<file path="src/rtl/uart_tx_telemetry.sv">
`default_nettype none
// ============================================================================
//  Module   : uart_tx_telemetry
//  Purpose  : 8N1 UART transmitter for the HC06 return path. Bytes arrive on a
//             valid/ready handshake into a small FIFO and are shifted out
//             LSB-first, back-to-back when the FIFO stays non-empty.
//  Revision : 1.0  initial release
// ============================================================================
module uart_tx_telemetry #(
  parameter int CLKS_PER_BIT = 2604,
  parameter int FIFO_DEPTH   = 4,
  parameter int CNT_W        = 3
) (
  input  logic             clk,
  input  logic             reset,
  input  logic [7:0]       data_in,
  input  logic             data_valid,
  output logic             data_ready,
  output logic             tx,
  output logic             busy,
  output logic [CNT_W-1:0] fifo_count
);

  localparam int c_PTR_W  = $clog2(FIFO_DEPTH);
  localparam int c_BAUD_W = (CLKS_PER_BIT > 1) ? $clog2(CLKS_PER_BIT) : 1;
  localparam logic [c_BAUD_W-1:0] c_BAUD_LAST = c_BAUD_W'(CLKS_PER_BIT - 1);
  localparam logic [CNT_W-1:0]    c_DEPTH     = CNT_W'(FIFO_DEPTH);

  typedef enum logic [1:0] {
    S_IDLE  = 2'd0,
    S_START = 2'd1,
    S_DATA  = 2'd2,
    S_STOP  = 2'd3
  } state_t;

  state_t               r_state, w_state_n;
  logic [c_BAUD_W-1:0]  r_baud,  w_baud_n;
  logic [2:0]           r_bit,   w_bit_n;
  logic [7:0]           r_shift, w_shift_n;
  logic                 r_tx,    w_tx_n;
  logic                 r_ready, w_ready_n;
  logic                 r_busy,  w_busy_n;
  logic [CNT_W-1:0]     r_count, w_count_n;
  logic [c_PTR_W-1:0]   r_wptr, r_rptr;
  logic [7:0]           r_mem [FIFO_DEPTH];

  logic w_push, w_pop, w_nonempty, w_baud_end;

  assign w_push     = data_valid & r_ready;
  assign w_nonempty = (r_count != '0);
  assign w_baud_end = (r_baud == c_BAUD_LAST);

  // Next-state, serial line and FIFO pop decision for the frame sequencer
  always_comb begin
    w_state_n = r_state;
    w_baud_n  = r_baud;
    w_bit_n   = r_bit;
    w_shift_n = r_shift;
    w_tx_n    = r_tx;
    w_pop     = 1'b0;
    case (r_state)
      S_IDLE: begin
        w_tx_n = 1'b1;
        if (w_nonempty) begin
          w_pop     = 1'b1;
          w_shift_n = r_mem[r_rptr];
          w_baud_n  = '0;
          w_tx_n    = 1'b0;
          w_state_n = S_START;
        end
      end
      S_START: begin
        if (w_baud_end) begin
          w_baud_n  = '0;
          w_tx_n    = r_shift[0];
          w_bit_n   = 3'd0;
          w_state_n = S_DATA;
        end else begin
          w_baud_n = r_baud + 1'b1;
        end
      end
      S_DATA: begin
        if (w_baud_end) begin
          w_baud_n = '0;
          if (r_bit == 3'd7) begin
            w_tx_n    = 1'b1;
            w_state_n = S_STOP;
          end else begin
            // Next bit is shift[1]; present it together with the shift
            w_shift_n = {1'b0, r_shift[7:1]};
            w_tx_n    = r_shift[1];
            w_bit_n   = r_bit + 3'd1;
          end
        end else begin
          w_baud_n = r_baud + 1'b1;
        end
      end
      S_STOP: begin
        if (w_baud_end) begin
          w_baud_n = '0;
          if (w_nonempty) begin
            // Chain straight into the next start bit, no idle gap
            w_pop     = 1'b1;
            w_shift_n = r_mem[r_rptr];
            w_tx_n    = 1'b0;
            w_state_n = S_START;
          end else begin
            w_tx_n    = 1'b1;
            w_state_n = S_IDLE;
          end
        end else begin
          w_baud_n = r_baud + 1'b1;
        end
      end
      default: begin
        w_tx_n    = 1'b1;
        w_baud_n  = '0;
        w_state_n = S_IDLE;
      end
    endcase

    case ({w_push, w_pop})
      2'b10:   w_count_n = r_count + 1'b1;
      2'b01:   w_count_n = r_count - 1'b1;
      default: w_count_n = r_count;
    endcase
    w_ready_n = (w_count_n < c_DEPTH);
    w_busy_n  = (w_state_n != S_IDLE) || (w_count_n != '0);
  end

  // State, datapath and status registers; reset abandons any frame in flight
  always_ff @(posedge clk) begin
    if (!reset) begin
      r_state <= S_IDLE;
      r_baud  <= '0;
      r_bit   <= 3'd0;
      r_shift <= 8'd0;
      r_tx    <= 1'b1;
      r_ready <= 1'b1;
      r_busy  <= 1'b0;
      r_count <= '0;
      r_wptr  <= '0;
      r_rptr  <= '0;
    end else begin
      r_state <= w_state_n;
      r_baud  <= w_baud_n;
      r_bit   <= w_bit_n;
      r_shift <= w_shift_n;
      r_tx    <= w_tx_n;
      r_ready <= w_ready_n;
      r_busy  <= w_busy_n;
      r_count <= w_count_n;
      if (w_push) r_wptr <= r_wptr + 1'b1;
      if (w_pop)  r_rptr <= r_rptr + 1'b1;
    end
  end

  // FIFO storage; contents need no reset since the pointers define validity
  always_ff @(posedge clk) begin
    if (w_push) r_mem[r_wptr] <= data_in;
  end

  assign data_ready = r_ready;
  assign tx         = r_tx;
  assign busy       = r_busy;
  assign fifo_count = r_count;

endmodule
`default_nettype wire

</file>
<file path="config.mk">
export PLATFORM = sky130hd
export DESIGN_NAME = uart_tx_telemetry
export DESIGN_NICKNAME = d
export VERILOG_FILES = /design/src/rtl/uart_tx_telemetry.sv
export SDC_FILE = /design/constraint.sdc
export NUM_CORES = 1
export LEC_CHECK = 0
export CAP_MARGIN = 40
export CELL_PAD_IN_SITES_DETAIL_PLACEMENT = 0
export CELL_PAD_IN_SITES_GLOBAL_PLACEMENT = 1
export CORE_MARGIN = 5
export CORE_UTILIZATION = 35
export DETAILED_ROUTE_END_ITERATION = 12
export GPL_ROUTABILITY_DRIVEN = 0
export GPL_TIMING_DRIVEN = 1
export PLACE_DENSITY_LB_ADDON = 0.1
export SETUP_SLACK_MARGIN = 0.15
export SYNTH_ARGS = -nofsm -noshare
export SYNTH_HDL_FRONTEND = slang
export SYNTH_SLANG_ARGS = --single-unit
</file>
<file path="constraint.sdc">
create_clock -name clk -period 6.2 [get_ports clk]
set_input_delay 0.93 -clock clk [delete_from_list [all_inputs] [get_ports clk]]
set_output_delay 0.93 -clock clk [all_outputs]
set_load 0.1 [all_outputs]
</file>
# ---- Word-level counts from Yosys, hierarchy flattened
# Memory sizes are Yosys's and may differ from the RTL's. A register that Yosys moved wholly into a read port is not among the register bits.
# Cells that the tools add are included.
# Widths: inputs -> output; s select.
dict set report word_totals {
  register_bits 35
  mem_bits_rw 32
  in_bits 11
  word_cells 75
  mem_count 1
}
dict set report classes {
  add_sub_neg 6
  order_cmp 1
  eq_ne 12
  mux 33
  n_bitwise 1
  reduce_logical 11
}
# name words width read_ports rd_ports_with_merged_regs write_ports line_no
set mem_list {}
lappend mem_list {r_mem 4 8 1 1 1 45} ;# logic [7:0] r_mem [FIFO_DEPTH];
# cell count
set ops {}
lappend ops {{$mux 8} 4}
lappend ops {{$mux 12} 2}
lappend ops {{$pmux 12 s2} 1}
lappend ops {{$pmux 8 s3} 1}
lappend ops {{$mux 2} 7}
lappend ops {{$add 12x1->12 const B} 1}
lappend ops {{$eq 12x12->1 const B} 1}
lappend ops {{$pmux 3 s2} 2}
lappend ops {{$mux 1} 10}
lappend ops {{$ne 2x2->1 const B} 5}
lappend ops {{$mux 3} 3}
lappend ops {{$reduce_bool 3->1} 3}
lappend ops {{$pmux 2 s4} 1}
lappend ops {{$reduce_and 4->1} 2}
lappend ops {{$add 3x1->3 const B} 2}
lappend ops {{$eq 2x2->1 const B} 3}
lappend ops {{$add 2x1->2 const B} 2}
lappend ops {{$eq 2x1->1 const B} 2}
lappend ops {{$pmux 1 s4} 1}
lappend ops {{$reduce_bool 2->1} 2}
lappend ops {{$eq 3x3->1 const B} 1}
lappend ops {{$lt 3x3->1 const B} 1}
lappend ops {{$reduce_and 3->1} 1}
lappend ops {{$reduce_or 3->1} 1}
lappend ops {{other kinds (5)} 5}

# ---- Longest topological paths before layout
dict set report depth {
  ltp_word 8
  ltp_mapped 11
  mapped_depth_nobuf 11
}

# ---- Worst setup path after synthesis
# OpenSTA, ideal clock, no wires.
dict set report synth_path {
  path_kind {register to register}
  startpoint {register r_count[2] (netlist: fifo_count[2])}
  endpoint {register r_busy (netlist: busy)}
  setup_ns 0.144
  arrival_ns 3.100
  slack_ns 2.956
  path_stages_with_launch 11
  n_path_buf 1
  period_less_slack_ns 3.244
  path_cell_list {dfxtp_1 > clkbuf_2 > nor3_1 > nor3_1 > ha_1 > inv_1 > fa_1 > xor2_1 > nor2_1 > nor4b_1 > o221ai_1}
}
dict set report synth_via {
  elab_chain_len 8
}
# element line_no
set synth_rtl {}
lappend synth_rtl {{from (decl)} 43} ;# logic [CNT_W-1:0] r_count, w_count_n;
lappend synth_rtl {{from (signal assigned)} 152} ;# r_count <= w_count_n;
lappend synth_rtl {{$reduce_bool 3->1 *} 50} ;# assign w_nonempty = (r_count != '0);
lappend synth_rtl {{$mux 1 *} {64, 101}}
lappend synth_rtl {{$mux 1} 99} ;# if (w_baud_end) begin
lappend synth_rtl {{$pmux 1 s2 *} 61} ;# case (r_state)
lappend synth_rtl {{via w_pop} 47} ;# logic w_push, w_pop, w_nonempty, w_baud_end;
lappend synth_rtl {{$eq 2x1->1 or $eq 2x2->1 (tied branches)} 122} ;# case ({w_push, w_pop})
lappend synth_rtl {{$pmux 3 s2 *} 122}
lappend synth_rtl {{$reduce_bool 3->1 *} 128} ;# w_busy_n = (w_state_n != S_IDLE) || (w_count_n != '0);
lappend synth_rtl {{$logic_or 1x1->1 *} 128}
lappend synth_rtl {{to (signal assigned)} 151} ;# r_busy <= w_busy_n;
lappend synth_rtl {{to (decl)} 42} ;# logic r_busy, w_busy_n;
# Mark *: on every way through the listed nets, which the timed path passes. The rest lies on a longest branch.
# A chain may end at the register's enable or synchronous reset.

# ---- Worst setup path after layout
dict set report layout_path {
  startpoint {register r_baud[0]}
  endpoint {register r_busy (netlist: busy)}
}
dict set report layout_via {
  elab_chain_len 7
}
# element line_no
set layout_rtl {}
lappend layout_rtl {{from (decl)} 37} ;# logic [c_BAUD_W-1:0] r_baud, w_baud_n;
lappend layout_rtl {{from (signal assigned)} 146} ;# r_baud <= w_baud_n;
lappend layout_rtl {{$eq 12x12->1 *} 51} ;# assign w_baud_end = (r_baud == c_BAUD_LAST);
lappend layout_rtl {{$mux 1 *} 99}
lappend layout_rtl {{$pmux 1 s2 *} 61}
lappend layout_rtl {{via w_pop} 47}
lappend layout_rtl {{$eq 2x1->1 or $eq 2x2->1 (tied branches)} 122}
lappend layout_rtl {{$pmux 3 s2 *} 122}
lappend layout_rtl {{$reduce_bool 3->1 *} 128}
lappend layout_rtl {{$logic_or 1x1->1 *} 128}
# Marks and branches as above.

==> PnR_summary.wiki <==
{| class="wikitable"
! Metric !! Value
|-
| Setup slack of the critical path after layout || 2.98 ns
|-
| Worst hold stages || 2
|-
| Detail Route Antenna Nets || 0
|-
| Post-cts repair resize count || 0
|-
| Final critical path time including I/O delays and setup || 3.22 ns
|-
| Most common cell after layout, fill and taps aside || dfxtp_1
|-
| Most used cells in the layout excluding fill and tap cells || dfxtp_1 (37), nand2_1 (35), edfxtp_1 (32)
|-
| Sequential element share of the synthesized area || 0.518
|-
| Worst-case headroom to the max-slew limit || 0.515
|-
| Worst Path Class, Setup || register to register
|-
| CTS clock-pin slew for the worst setup and hold paths || 0.09 ns
|-
| Port-buffer cells || 16
|-
| Number of buffers inserted by hold repair at cts || 0
|-
| Cell area reported after detailed placement || 3640 µm²
|-
| Net count after synthesis || 305
|-
| Capturing point of the worst reg2reg path || busy
|-
| Final core utilization || 0.416
|-
| Length in cells of the worst reg-to-reg path || 11
|-
| Tightest Hold Check Type || register to register
|-
| Crit share post-route || 0.520
|-
| Layout area overhead || 16.5%
|-
| Worst vdd ir || 0.177 mV
|-
| Max Clock Freq || 310 MHz
|-
| Mapped Avg Cell Area || 11.7 µm²
|-
| Pin slew with the least headroom to its limit || 0.728 ns
|-
| Antenna fix cells || 0
|-
| Via count of the first global-routing pass || 2218
|-
| Cell taking the most area after synthesis || edfxtp_1
|-
| Drt initial violations || 100
|-
| Clk Latency, worst-skew pair || 0.35 ns
|-
| Setup TNS Final || 0 ns
|-
| Global Route Usage Sum || 0.127
|-
| Number of clock buffers inserted by TritonCTS || 9
|-
| Synthesis-stage register bit count || 69
|-
| Data required time of the worst path || 6.41 ns
|-
| Ratio of total power to cell area || 423 nW/µm²
|-
| Initial core utilization || 0.357
|-
| Final hold viol count || 0
|-
| Clock tree from TritonCTS || yes
|-
| Drt total wl || 6750 µm
|-
| Unrepaired setup endpoints after global routing || false
|-
| Remaining routing DRC violations || 0
|-
| H-tree Lvls || 3
|-
| Vias per cell || 5.30
|-
| Share of Yosys cell area claimed by the top area cell type || 0.293
|-
| Number of rows in the core area || 35
|-
| Prevailing post-synth register cell || dfxtp_1
|-
| CTS root buf || clkbuf_8
|-
| DRT Pass-1 Iters || 4
|-
| Leakage || 0.00137 µW
|-
| Synthesized area || 3280 µm²
|-
| Grt ovf || 0
|-
| Worst reg2reg startpoint || r_baud[0]
|-
| Cell types with the largest area share after synthesis || edfxtp_1 (29%), dfxtp_1 (23%), mux4_2 (5.5%), ha_1 (5.0%), nand2_1 (4.0%)
|-
| Final-stage net count || 329
|-
| Number of distinct library cells after synthesis || 55
|-
| Top-Level Pins || 17
|-
| Number of sinks on the clock net || 69
|-
| Fraction of synthesis flops using an asynchronous set or reset pin || 0
|-
| Initial antenna violation count || 0
|-
| Post-DR wirelength/cell || 16.1 µm
|-
| Post-Synthesis Cells || 280
|-
| Total Die Area || 11400 µm²
|-
| Die Ht || 107 µm
|-
| Final setup violation count || 0
|-
| Max Clock Skew || 0.0105 ns
|-
| Count of pins over their slew limit || 0
|-
| Width of the die || 107 µm
|-
| First-pass GRT wire length || 11400 µm
|-
| Synthesis warning total || 0
|-
| Maximum number of pins on one net before global-route repair || 30
|-
| Worst-path fanout max || 6
|-
| Summed area of non-filler cells in the final layout || 3830 µm²
|-
| Max Buffers Root-to-Sink || 2
|-
| Detail Placement HPWL || 4630 µm
|-
| Kind of start point of the critical path || register
|-
| Endpoint arrival time on the critical path || 3.43 ns
|-
| Worst slack at placement || 2.97 ns
|-
| Worst setup EP type || register
|-
| Worst Hold End || r_shift[2]
|-
| Run status || complete, no violations
|-
| Placeable Area || 9200 µm²
|-
| Overall via count from detail_route || 2225
|-
| Number of violations of the max-capacitance limit || 0
|-
| Startpoint of the most critical hold path || r_shift[2]
|-
| Post-CTS Setup Inserts || 0
|-
| Ratio of cells with drive above 1 in the final layout || 0.159
|-
| Post-synth EDFFs || 32
|-
| Worst reg2reg setup slack || 2.98 ns
|}
==> kinds of logic after synthesis <==
family | after synthesis | synth area share
xor gates and xnor gates | 4 | 0.0107
DFF | 69 | 0.518
and+or+nand+nor | 93 | 0.149
AOI/OAI and AO/OA | 48 | 0.117
muxes | 29 | 0.122
adders and majority gates | 14 | 0.0556
buffers and inverters | 23 | 0.0282
==> metal layers <==
layer	vias up	wire, µm	global-route usage	share of wire
met5	-	0	0	0
met4	0	129	0.0521	0.019
met1	1064	3160	0.166	0.47
li1	1109	-	-	-
met2	39	3250	0.207	0.48
met3	13	210	0.0259	0.031
==> power by group <==
part,switching [µW],total [µW],internal (µW)
Combinational,369,643,273
Sequential,66.3,625,558
Clock,197,351,154
Total,633,1620,985
==> cells in the mapped netlist (all sizes together), types with 2 or more instances <==
library cell,n
xor2,2
nand3,6
nor3b,3
and3,7
dfxtp,37
buf,2
nand4bb,2
inv,11
nand2,35
or4b,2
mux2i,13
a31o,2
a21oi,8
o211ai,2
nand3b,3
o21ai,7
edfxtp,32
mux4,8
o31ai,3
ha,13
a41oi,4
nor2,19
and4bb,2
xnor2,2
a311oi,5
nor3,6
nor4b,2
a21o,2
mux2,8
clkbuf,9
a2111oi,2
a31oi,3
==> cell type report <==
type | count | area, µm²
flip-flops and latches | 69 | 1700
clock buffers | 9 | 124
fillers | 912 | 5370
clock inverters | 7 | 62.6
inverters | 12 | 45.0
repair buffers | 24 | 265
well taps | 111 | 139
multi-input cells | 188 | 1490
==> critical path, stage by stage, from the launching register on <==
cell	delay [ns]
dfxtp_1	0.38
ha_1	0.26
and4bb_2	0.32
a41oi_1	0.20
nor3_1	0.45
ha_1	0.28
inv_1	0.06
fa_1	0.37
xor2_1	0.23
nor2_1	0.07
nor4b_1	0.32
o221ai_1	0.16
==> stage by stage <==
stage / power, µW / cells / hold WS (ns)
after floorplan: 1090 / 280 / 0.435
after global placement: 1240 / 398 / 0.445
after detailed placement: 1290 / 404 / 0.457
after CTS: 1650 / 420 / 0.470
after global routing: 1730 / 420 / 0.491
final: 1620 / 420 / 0.463
==> flip-flops by register name, summed over array words and instances, names as in the netlist, named ones only <==
signal and count:
r_wptr 2, r_shift 8, fifo_count 3, r_mem 32, r_state 2, busy 1, tx 1, data_ready 1
r_bit 3, r_rptr 2, r_baud 12
==> how the worst max path moves through the flow <==
stage | startpoint | end | slack [ns] | depth (start not counted)
4_1_cts | r_baud[0] | busy | 2.95 | 11
3_3_place_gp | r_baud[0] | busy | 3.11 | 11
6_report | r_baud[0] | busy | 2.98 | 11
2_1_floorplan | fifo_count[2] | busy | 2.96 | 10
3_5_place_dp | r_baud[0] | busy | 2.97 | 11
5_1_grt | r_baud[0] | busy | 2.68 | 11
(Power assumes the default switching activity.)
